**src/rtl/core_mem_arbiter.sv**
```systemverilog
// Shares one single-port memory between the fetch (I) and load/store (D) ports.
// Round-robin grant, one outstanding transaction, timeout completes with an error flag.
module core_mem_arbiter #(
    parameter int TIMEOUT_CYCLES = 255,
    parameter int CNT_W          = 8
) (
    input  logic        CLK,
    input  logic        RST,
    input  logic        I_REQ,
    input  logic [31:0] I_ADDR,
    output logic        I_ACK,
    output logic [31:0] I_RDATA,
    output logic        I_ERR,
    input  logic        D_REQ,
    input  logic        D_WE,
    input  logic [31:0] D_ADDR,
    input  logic [31:0] D_WDATA,
    input  logic [3:0]  D_BE,
    output logic        D_ACK,
    output logic [31:0] D_RDATA,
    output logic        D_ERR,
    output logic        M_REQ,
    output logic        M_WE,
    output logic [31:0] M_ADDR,
    output logic [31:0] M_WDATA,
    output logic [3:0]  M_BE,
    input  logic [31:0] M_RDATA,
    input  logic        M_VALID
);

    typedef enum logic [1:0] {
        ST_IDLE = 2'd0,
        ST_WAIT = 2'd1,
        ST_RESP = 2'd2
    } state_t;

    localparam logic [CNT_W-1:0] CNT_LAST = CNT_W'(TIMEOUT_CYCLES - 1);

    state_t            state_reg, state_next;
    logic              prio_d_reg, prio_d_next;
    logic              owner_d_reg, owner_d_next;
    logic [CNT_W-1:0]  cnt_reg, cnt_next;
    logic              m_req_reg, m_req_next;
    logic              m_we_reg, m_we_next;
    logic [31:0]       m_addr_reg, m_addr_next;
    logic [31:0]       m_wdata_reg, m_wdata_next;
    logic [3:0]        m_be_reg, m_be_next;
    logic              i_ack_reg, i_ack_next;
    logic [31:0]       i_rdata_reg, i_rdata_next;
    logic              i_err_reg, i_err_next;
    logic              d_ack_reg, d_ack_next;
    logic [31:0]       d_rdata_reg, d_rdata_next;
    logic              d_err_reg, d_err_next;

    logic grant_d;
    logic grant_i;
    logic timeout_hit;

    // D wins when it is alone or holds priority; I takes whatever is left.
    assign grant_d     = D_REQ && (!I_REQ || prio_d_reg);
    assign grant_i     = I_REQ && !grant_d;
    assign timeout_hit = (cnt_reg == CNT_LAST);

    always_ff @(posedge CLK) begin
        if (RST) begin
            state_reg   <= ST_IDLE;
            prio_d_reg  <= 1'b1;
            owner_d_reg <= 1'b0;
            cnt_reg     <= '0;
            m_req_reg   <= 1'b0;
            m_we_reg    <= 1'b0;
            m_addr_reg  <= '0;
            m_wdata_reg <= '0;
            m_be_reg    <= '0;
            i_ack_reg   <= 1'b0;
            i_rdata_reg <= '0;
            i_err_reg   <= 1'b0;
            d_ack_reg   <= 1'b0;
            d_rdata_reg <= '0;
            d_err_reg   <= 1'b0;
        end else begin
            state_reg   <= state_next;
            prio_d_reg  <= prio_d_next;
            owner_d_reg <= owner_d_next;
            cnt_reg     <= cnt_next;
            m_req_reg   <= m_req_next;
            m_we_reg    <= m_we_next;
            m_addr_reg  <= m_addr_next;
            m_wdata_reg <= m_wdata_next;
            m_be_reg    <= m_be_next;
            i_ack_reg   <= i_ack_next;
            i_rdata_reg <= i_rdata_next;
            i_err_reg   <= i_err_next;
            d_ack_reg   <= d_ack_next;
            d_rdata_reg <= d_rdata_next;
            d_err_reg   <= d_err_next;
        end
    end

    always_comb begin
        state_next   = state_reg;
        prio_d_next  = prio_d_reg;
        owner_d_next = owner_d_reg;
        cnt_next     = cnt_reg;
        m_req_next   = 1'b0;
        m_we_next    = m_we_reg;
        m_addr_next  = m_addr_reg;
        m_wdata_next = m_wdata_reg;
        m_be_next    = m_be_reg;
        i_ack_next   = 1'b0;
        i_rdata_next = i_rdata_reg;
        i_err_next   = i_err_reg;
        d_ack_next   = 1'b0;
        d_rdata_next = d_rdata_reg;
        d_err_next   = d_err_reg;

        case (state_reg)
            ST_IDLE: begin
                if (grant_d) begin
                    state_next   = ST_WAIT;
                    owner_d_next = 1'b1;
                    prio_d_next  = 1'b0;
                    cnt_next     = '0;
                    m_req_next   = 1'b1;
                    m_we_next    = D_WE;
                    m_addr_next  = D_ADDR;
                    m_wdata_next = D_WDATA;
                    m_be_next    = D_WE ? D_BE : 4'hF;
                end else if (grant_i) begin
                    state_next   = ST_WAIT;
                    owner_d_next = 1'b0;
                    prio_d_next  = 1'b1;
                    cnt_next     = '0;
                    m_req_next   = 1'b1;
                    m_we_next    = 1'b0;
                    m_addr_next  = I_ADDR;
                    m_wdata_next = '0;
                    m_be_next    = 4'hF;
                end
            end

            ST_WAIT: begin
                cnt_next = cnt_reg + CNT_W'(1);
                // A response landing on the last allowed cycle still counts as success.
                if (M_VALID || timeout_hit) begin
                    state_next = ST_RESP;
                    if (owner_d_reg) begin
                        d_ack_next = 1'b1;
                        d_err_next = !M_VALID;
                        if (!m_we_reg) begin
                            d_rdata_next = M_VALID ? M_RDATA : 32'd0;
                        end
                    end else begin
                        i_ack_next   = 1'b1;
                        i_err_next   = !M_VALID;
                        i_rdata_next = M_VALID ? M_RDATA : 32'd0;
                    end
                end
            end

            ST_RESP: begin
                cnt_next   = '0;
                state_next = ST_IDLE;
            end

            default: begin
                state_next = ST_IDLE;
            end
        endcase
    end

    assign I_ACK   = i_ack_reg;
    assign I_RDATA = i_rdata_reg;
    assign I_ERR   = i_err_reg;
    assign D_ACK   = d_ack_reg;
    assign D_RDATA = d_rdata_reg;
    assign D_ERR   = d_err_reg;
    assign M_REQ   = m_req_reg;
    assign M_WE    = m_we_reg;
    assign M_ADDR  = m_addr_reg;
    assign M_WDATA = m_wdata_reg;
    assign M_BE    = m_be_reg;

endmodule

```
**config.mk**
```make
export PLATFORM = sky130hd
export DESIGN_NAME = core_mem_arbiter
export DESIGN_NICKNAME = d
export VERILOG_FILES = /design/src/rtl/core_mem_arbiter.sv
export SDC_FILE = /design/constraint.sdc
export NUM_CORES = 1
export LEC_CHECK = 0
export CAP_MARGIN = 40
export CORE_ASPECT_RATIO = 1.25
export CORE_MARGIN = 5
export CORE_UTILIZATION = 43
export DETAILED_ROUTE_END_ITERATION = 16
export MAX_ROUTING_LAYER = met4
export PLACE_DENSITY = 0.84
export SYNTH_ARGS = -nofsm -noshare
export SYNTH_HDL_FRONTEND = slang
export SYNTH_SLANG_ARGS = --single-unit
```
**constraint.sdc**
```tcl
create_clock -name CLK -period 1.8 [get_ports CLK]
set_clock_uncertainty 0.1 [all_clocks]
set_input_delay 0.18 -clock CLK [delete_from_list [all_inputs] [get_ports CLK]]
set_output_delay 0.18 -clock CLK [all_outputs]
set_load 0.03 [all_outputs]
```
==> results.yml <==
clock_network:
  htreeDepth: 4
  clockBufferDepth: 2
  numCtsBuffers: 17
  worstSkewPairLatency_ns: 0.42
  root_buffer: "clkbuf_16"
  cts_tree: "done"
  cts.sinks: 150
  clk_pin_slew_ns: 0.07
logic_synthesis:
  synth-seq-cells: 150
  synth_top_area_cell: "dfxtp_1"
  synth_commonest_cells: "dfxtp_1 (150), a31oi_1 (98), nand2_1 (70), o21ai_0 (67), nand4_1 (66)"
  synth_ff_type: "dfxtp_1"
  ys_async_sr_fraction: 0
  yosys.cell_count.top_type: "dfxtp_1"
  synth_area_per_cell_um2: 8.574
  synth_cell_types: 43
  yosysSeqAreaShare: 0.4456
  syn_inst: 786
  synthTopCellsByArea: "dfxtp_1 (45%), a31oi_1 (9.1%), nand4_1 (6.1%), o21ai_0 (5.0%), a311oi_1 (4.7%)"
  netlist_area_mm2: 0.006739
  synth_edf_count: 0
  yosysWarningCount: 0
  yosysTopAreaCellShare: 0.4456
  syn-num-nets: 926
final_layout:
  layout-area-overhead-vs-synth_pct: 53.34
  utilization: 0.6664
  fin_cells: 1235
  drive_gt1_frac: 0.08137
  fin_nets: 1148
  num-fill-cells: 1224
routing:
  routed_wl_mm: 24.16
  viasPerCell: 5.991
  ant_nets: 0
  wl_per_cell_um: 19.57
  drt_iter0_markers: 880
  drc_errors: 0
  via_count: 7399
  firstDrtPassIters: 5
critical_path:
  cp_cell_sequence: "clkdlybuf4s50_1"
  cp-start-kind: "flip-flop"
  cp_data_arrival_time_ns: 1.48
  cpLargestDelayFamily: "buffers and inverters"
  critPathBufInv: 1
  end_kind: "output pin"
  max_stage_delay_ns: 0.69
  crit_fanout: 2
  criticalPathCategory: "flip-flop to output pin"
  required_ns: 1.52
  cp_slowest_cell: "clkdlybuf4s50_1"
sta:
  clock.fmax_ghz: 0.5686
  final.min_clock_period_ns: 1.759
  worstMarginPinSlew_ns: 0.4850
  period_share: 0.9771
  slew_headroom: 0.6747
  final_hold_viol_count: 0
  maxSlewViolCount: 0
  setup_viol: 0
worst_hold_path:
  holdCritPathClass: "input pin to flip-flop"
job:
  drv_cap: 0
floorplanning:
  die_h_um: 150.0
  start_util: 0.4346
  core.rowCount: 51
  die_area_mm2: 0.01829
  core_area_mm2: 0.01551
  ios: 276
  die_x_um: 122.0
power_and_ir_drop:
  cellPowerDensity_mw_per_mm2: 920.9
  p_sw_mw: 2.832
  p_seq_frac: 0.385
  p_clk_frac: 0.385
  power_mw: 9.517
  combPwrFrac: 0.230
  vdd_ir_drop_max_uv: 605.0
  p_leak_nw: 3.768
  swShare: 0.2976
  p_int_mw: 6.685
global_routing:
  grt_max_degree: 75
  grt-ovfl-total: 0
  grt_pass1_vias: 6872
  antenna_found_initial: 3
  grt_pass1_wl_mm: 36.98
  grt.total_usage: 0.2622
placed_design:
  port-buffer-count: 275
  dp.cells: 1201
  gp_congestion: 0.8378
  hpwlAfterDp_mm: 16.32
run_status:
  status: "finished, final reports clean"
==> layout by cell type, fill, tap and decap left out, drive strengths merged, types with 26 or more instances in the layout <==
master	n
a311oi	36
nand4	66
dlymetal6s2s	26
clkdlybuf4s50	243
o21ai	70
dfxtp	150
a31oi	98
o211ai	34
o2111ai	32
buf	37
nand3	35
nand2	70
a21oi	39
==> routing by layer <==
metal	track usage	share of wire	routed length, um
met1	0.3138	0.39	9410
met2	0.4140	0.49	11790
met3	0.09414	0.11	2540
met4	0.08128	0.017	422
met5	-	0	0
==> power groups by stage <==
stage	registers, mW	logic (mW)	clock network, mW
2_1_floorplan	4.10	0.820	0
3_3_place_gp	3.72	2.17	0
3_5_place_dp	3.73	2.18	0
4_1_cts	3.66	2.19	3.71
5_1_grt	3.69	2.32	3.88
6_report	3.66	2.19	3.67
==> area by class of cell <==
type	count	area (um^2)	share of cell area
repair buffers	309	3219	0.3115
multi-input cells	522	3211	0.3107
flip-flops and latches	150	3004	0.2907
clock buffers	20	446.7	0.04323
well taps	212	265.3	0.02567
clock inverters	11	150.1	0.01453
inverters	8	30.03	0.002906
diodes	3	7.507	0.0007265
==> cell families after synthesis <==
| family | Yosys count | synth area share |
|---|---|---|
| flops | 150 | 0.4456 |
| compound gates | 320 | 0.3141 |
| fa+ha+maj | 2 | 0.003713 |
| mux | 1 | 0.001671 |
| simple gates | 199 | 0.1558 |
| buf+inv | 114 | 0.07909 |
==> final timing paths <==
check	from	to	slack, ns	depth (start not counted)
hold / removal	D_REQ	owner_d_reg	0.09	3
setup reg to reg	state_reg[0]	M_WE	0.07	5
hold reg to reg	M_WDATA[23]	M_WDATA[23]	0.38	2
setup / recovery	M_WDATA[15]	M_WDATA[15]	0.04	1
==> stage by stage <==
stage | hold slack [ns] | worst slack [ns] | area (um^2) | setup TNS, ns
5_1_grt | 0.07084 | -0.01706 | 10330 | -0.01706
6_report | 0.08520 | 0.04128 | 10330 | 0
2_1_floorplan | 0.2443 | 0.3289 | 6739 | 0
4_1_cts | 0.05964 | 0.001875 | 10260 | 0
3_3_place_gp | 0.3604 | 0.1063 | 9667 | 0
3_5_place_dp | 0.3668 | 0.05790 | 9667 | 0
==> repair_timing <==
action | in CTS | in global routing
hold buffers | 0 | 0
buffers inserted | 0 | 0
setup endpoints to repair | 3 | 31
resized for setup | 3 | 27
==> worst min-delay path, cell delays in order <==
cell and delay [ns]:
buf_2 0.21, nand3_1 0.11, a21oi_1 0.06
Power figures use the tool's default switching activity.
